==> config.mk <==
export PLATFORM = sky130hd
export DESIGN_NAME = capture_uart_packetizer
export DESIGN_NICKNAME = d
export VERILOG_FILES = /design/src/rtl/capture_uart_packetizer.sv
export SDC_FILE = /design/constraint.sdc
export NUM_CORES = 1
export LEC_CHECK = 0
export CAP_MARGIN = 25
export CELL_PAD_IN_SITES_DETAIL_PLACEMENT = 1
export CELL_PAD_IN_SITES_GLOBAL_PLACEMENT = 1
export CORE_ASPECT_RATIO = 1.4
export CORE_UTILIZATION = 39
export DETAILED_ROUTE_END_ITERATION = 8
export PLACE_DENSITY_LB_ADDON = 0.08
export SLEW_MARGIN = 20
export SYNTH_ARGS = -nofsm -noshare
export SYNTH_HDL_FRONTEND = slang
export SYNTH_SLANG_ARGS = --single-unit
==> constraint.sdc <==
create_clock -name clk -period 1.7 [get_ports clk]
set_input_delay 0.34 -clock clk [delete_from_list [all_inputs] [get_ports clk]]
set_output_delay 0.34 -clock clk [all_outputs]
set_load 0.05 [all_outputs]
==> src/rtl/capture_uart_packetizer.sv <==
// capture_uart_packetizer
//   Drains the capture block's 16-bit transfer FIFO and frames the words into
//   byte packets for a UART transmitter:
//     HEADER, {hi,lo} per word, COUNT, SUM (XOR of payload bytes and COUNT).
//
// Ports
//   clk              system clock (slow domain shared with the capture FIFOs)
//   rst              asynchronous active-low reset
//   dataReadyToRead  capture transfer FIFO not empty
//   dataValid        dataOut valid, one or more cycles after dataRead
//   dataOut[15:0]    capture word
//   dataRead         one-cycle read strobe to the transfer FIFO
//   readyToTransmit  high while idle
//   tx_busy          UART busy; rises the cycle after tx_start
//   tx_start         one-cycle byte launch strobe
//   tx_data[7:0]     byte to send, held until the next tx_start
//   pkt_done         pulses together with the checksum byte launch
module capture_uart_packetizer #(
  parameter int         MAX_WORDS = 128,
  parameter logic [7:0] HEADER    = 8'hA5
) (
  input  logic        clk,
  input  logic        rst,
  input  logic        dataReadyToRead,
  input  logic        dataValid,
  input  logic [15:0] dataOut,
  output logic        dataRead,
  output logic        readyToTransmit,
  input  logic        tx_busy,
  output logic        tx_start,
  output logic [7:0]  tx_data,
  output logic        pkt_done
);

  typedef enum logic [2:0] {
    IDLE, HDR, RD_REQ, RD_WAIT, SEND_HI, SEND_LO, SEND_CNT, SEND_SUM
  } state_e;

  localparam logic [7:0] MAX_W = 8'(MAX_WORDS);

  state_e      state_q, state_d;
  logic [7:0]  count_q, count_d;
  logic [7:0]  csum_q, csum_d;
  logic [15:0] word_q, word_d;
  logic [7:0]  tx_data_q, tx_data_d;
  logic        tx_start_q, tx_start_d;
  logic        pkt_done_q, pkt_done_d;
  logic        guard_q;
  logic        rd;
  logic        can_tx;

  // tx_start is registered, so the UART's busy flag shows up two cycles after
  // the launch decision; guard covers the decision cycle in between.
  assign can_tx = !tx_busy && !guard_q;

  always_comb begin
    state_d    = state_q;
    count_d    = count_q;
    csum_d     = csum_q;
    word_d     = word_q;
    tx_data_d  = tx_data_q;
    tx_start_d = 1'b0;
    pkt_done_d = 1'b0;
    rd         = 1'b0;
    case (state_q)
      IDLE: begin
        if (dataReadyToRead) begin
          count_d = '0;
          csum_d  = '0;
          state_d = HDR;
        end
      end
      HDR: begin
        if (can_tx) begin
          tx_start_d = 1'b1;
          tx_data_d  = HEADER;
          state_d    = RD_REQ;
        end
      end
      RD_REQ: begin
        // An empty FIFO or a full packet both close the packet here.
        if (dataReadyToRead && (count_q < MAX_W)) begin
          rd      = 1'b1;
          state_d = RD_WAIT;
        end else begin
          state_d = SEND_CNT;
        end
      end
      RD_WAIT: begin
        if (dataValid) begin
          word_d  = dataOut;
          state_d = SEND_HI;
        end
      end
      SEND_HI: begin
        if (can_tx) begin
          tx_start_d = 1'b1;
          tx_data_d  = word_q[15:8];
          csum_d     = csum_q ^ word_q[15:8];
          state_d    = SEND_LO;
        end
      end
      SEND_LO: begin
        if (can_tx) begin
          tx_start_d = 1'b1;
          tx_data_d  = word_q[7:0];
          csum_d     = csum_q ^ word_q[7:0];
          count_d    = count_q + 8'd1;
          state_d    = RD_REQ;
        end
      end
      SEND_CNT: begin
        if (can_tx) begin
          tx_start_d = 1'b1;
          tx_data_d  = count_q;
          csum_d     = csum_q ^ count_q;
          state_d    = SEND_SUM;
        end
      end
      SEND_SUM: begin
        if (can_tx) begin
          tx_start_d = 1'b1;
          tx_data_d  = csum_q;
          pkt_done_d = 1'b1;
          state_d    = IDLE;
        end
      end
      default: state_d = IDLE;
    endcase
  end

  always_ff @(posedge clk or negedge rst) begin
    if (!rst) begin
      state_q    <= IDLE;
      count_q    <= '0;
      csum_q     <= '0;
      word_q     <= '0;
      tx_data_q  <= '0;
      tx_start_q <= 1'b0;
      pkt_done_q <= 1'b0;
      guard_q    <= 1'b0;
    end else begin
      state_q    <= state_d;
      count_q    <= count_d;
      csum_q     <= csum_d;
      word_q     <= word_d;
      tx_data_q  <= tx_data_d;
      tx_start_q <= tx_start_d;
      pkt_done_q <= pkt_done_d;
      guard_q    <= tx_start_d;
    end
  end

  // dataRead decodes from RD_REQ directly so it can only ever appear there;
  // RD_REQ always exits after one cycle, so it never repeats back-to-back.
  assign dataRead        = rd;
  assign readyToTransmit = (state_q == IDLE);
  assign tx_start        = tx_start_q;
  assign tx_data         = tx_data_q;
  assign pkt_done        = pkt_done_q;

endmodule

==> run_results.csv <==
group,metric,value,unit
synth,yosysTopAreaCell,"dfrtp_1",
die,die_area,6360,µm²
cts,clockRootBuffer,"clkbuf_8",
synth,synth-async-reset-ratio,1.00,
cells_and_area,area_delta_synth_final,51.3,%
timing,slew_headroom,0.718,
global_route,grt_pass1_wl,11700,µm
worst_setup_path,crit_fanout,8,
detailed_routing,routed_via_density,5.85,
synth,ys_ff_latch,45,
synth,synth_top_family_by_area,"compound AO/OA/AOI/OAI gates",
timing,max_freq,536,MHz
cts,clock_latency,0.30,ns
worst_setup_path,path_delay_family,"buffers and inverters",
detailed_routing,wl_per_cell,22.0,µm
placement,place_inst,334,
worst_setup_path,path_cells,"buf_4 -> ha_4 -> buf_12 -> and4bb_4 -> buf_6 -> o2111ai_2 -> xor2_1 -> nor2_1",
die,initial_utilization,0.402,
detailed_routing,ant_nets,0,
global_route,grt.total_usage,0.253,
timing,fin_ws,-0.164,ns
synth,syn_area,2360,µm²
placement,dpl_cell_area,3030,µm²
cts,numCtsBuffers,5,
detailed_routing,drtIter0Drc,103,
synth,yosys.area_share.simple,0.116,
timing,setup_viol,42,
worst_setup_path,slowest_delay,0.42,ns
worst_setup_path,worst-path-buf-inv,3,
die,placement_rows,33,
status,outcome,"finished, violations left",
synth,synthTopCellsByArea,"dfrtp_1, mux2_2, a22o_1",
cts,cts_tree,"built",
min_path,hp-class,"in -> async",
synth,seq_area_frac_synth,0.478,
synth,synth-edff-count,0,
detailed_routing,drc,0,
cells_and_area,fin_cells,364,
global_route,grt_max_degree,46,
detailed_routing,wl,8010,µm
synth,yosysMostFrequentCell,"dfrtp_1",
synth,syn_nets,239,
detailed_routing,vias,2130,
cts,cts_buffer_depth,2,
synth,synthesis.instances,212,
placement,hpwl,4930,µm
placement,place.gp.congestion,0.834,
worst_setup_path,crit_cells,8,
synth,avgSynthCellArea,11.1,µm²
timing,final-max-slew-violation-count,0,
die,die_w,67.7,µm
synth,synth_ff_type,"dfrtp_1",
die,core,5860,µm²
timing,hold_ws,0.000851,ns
synth,synthMuxAreaShare,0.0955,
timing,fin_skew,0.0104,ns
power,power,7.35,mW
synth,synthTopCellsByCount,"dfrtp_1, mux2_2, nor2_1, a22o_1",
timing,fin_crit,1.86,ns
worst_setup_path,cp-start-kind,"flip-flop",
worst_setup_path,worstPathRequired,1.88,ns
worst_setup_path,cp.arrival,2.05,ns
die,die_y,94.0,µm
cells_and_area,drive_gt1_frac,0.466,
placement,numPortBuffers,32,
cells_and_area,diodes,0,
cells_and_area,finalNetCount,320,
synth,synthAdderAreaFrac,0.0318,
detailed_routing,firstDrtPassIters,4,
cells_and_area,regArea,1130,µm²
synth,synth_compound_area_frac,0.223,
synth,yosys_warnings,0,
timing,rsz0062_at_grt,"yes",
cells_and_area,fin_area,3570,µm²
synth,synth_top_area_share,0.478,
worst_setup_path,r2r_cells,8,
worst_setup_path,crit_path_end_kind,"flip-flop",
cts,cts.sinks,45,
timing,hold_viol_final,0,
status,violations,"setup timing",
cts,htreeDepth,2,
power,pwr_density_cell,2060,nW/µm²
cts,clk_pin_slew,0.09,ns
power,leakage,1.62,nW
cells_and_area,fin_util,0.608,
timing,period_share,1.10,
run,drv_cap,0,
global_route,grt_pass1_vias,2346,
power,vdd.ir_drop.worst,0.00124,V
die,io_pins,33,
cells_and_area,fill_cells,600,
global_route,grt_overflow,0,
worst_setup_path,critPathSlowestCell,"dfrtp_1",
synth,ys_types,42,
worst_setup_path,crit_type,"reg -> reg",
synth,synth-xor-area-share,0.0186,
timing,worst_slew_pin_slew,0.423,ns
cells_and_area,multiInputGateArea,1370,µm²
global_route,antenna_found_initial,0,
[sequential cells by signal, summed over array words and instances (netlist names)]
register  flops
word_q       16
count_q       8
csum_q        8
tx_data       8
state_q       3
guard_q       1
pkt_done      1
[worst register-to-register path, cell delays in order, from the launching register on]
cell and delay, ns:
dfrtp_1 0.42, buf_4 0.16, ha_4 0.18, buf_12 0.15, and4bb_4 0.22, buf_6 0.14, o2111ai_2 0.21, xor2_1 0.21
nor2_1 0.07
[area by class of cell]
type	instances	share of cell area
multi-input cells	149	0.385
flip-flops and latches	45	0.317
repair buffers	87	0.244
well taps	70	0.0246
clock buffers	7	0.0214
inverters	5	0.00596
clock inverters	1	0.00211
[routing by layer]
| layer | GRT usage | wire length (µm) |
|---|---|---|
| met1 | 0.281 | 3080 |
| met2 | 0.457 | 4450 |
| met3 | 0.0388 | 213 |
| met4 | 0.108 | 265 |
| met5 | 0 | 0 |
[report_power, final]
group / total [mW] / switching [mW] / leakage [nW] / internal [mW]
sequential: 1.97 / 0.451 / 0.567 / 1.52
clock: 0.672 / 0.381 / 0.0385 / 0.292
combinational: 4.71 / 2.33 / 1.02 / 2.38
total: 7.35 / 3.16 / 1.62 / 4.19
[worst paths after layout]
path | startpoint | end | slack (ns)
setup / recovery | state_q[0] | count_q[4] | -0.16
hold / removal | rst | tx_data[1] | 0.0009
setup reg to reg | state_q[0] | count_q[4] | -0.16
hold reg to reg | tx_data[5] | tx_data[5] | 0.51
max in group asynchronous | rst | state_q[2] | 1.45
min in group clk | tx_data[5] | tx_data[5] | 0.51
[through the flow]
stage / TNS, ns / setup slack [ns]
after global routing: -6.55 / -0.212
after floorplan: -0.584 / -0.109
after global placement: -2.97 / -0.221
final: -4.17 / -0.164
after CTS: -3.73 / -0.182
after detailed placement: -5.80 / -0.272
[cell families (layout without fill, tap and decap cells)]
group / Yosys count / in the layout
flops: 45 / 45
buf+inv: 18 / 100
xor+xnor: 5 / 5
fa+ha+maj: 6 / 6
compound gates: 67 / 67
mux: 20 / 20
simple gates: 51 / 51
[timing repair]
action	in CTS	in global routing
gates resized for setup	31	29
gates cloned	1	2
pin swaps	2	16
endpoints found under the setup margin	45	46
hold buffers	0	0
buffers inserted	9	11
[placed cells by master, fill, tap and decap left out, types with 3 or more instances in the layout]
| cell | n |
|---|---|
| buf_4 | 47 |
| dfrtp_1 | 43 |
| mux2_2 | 19 |
| clkdlybuf4s50_1 | 19 |
| a22o_1 | 14 |
| nor2_1 | 11 |
| nor3_1 | 9 |
| and3_1 | 8 |
| a211o_1 | 8 |
| buf_12 | 8 |
| buf_6 | 8 |
| a22oi_1 | 6 |
| nor2_2 | 5 |
| nand2_1 | 5 |
| clkbuf_8 | 5 |
| a21oi_1 | 4 |
| o21ai_0 | 4 |
| xor2_1 | 4 |
| a221oi_2 | 4 |
| a22oi_2 | 4 |
| ha_4 | 4 |
| o21ai_2 | 3 |
| o21ai_1 | 3 |
Note: power is estimated with default switching activity, not from simulation.
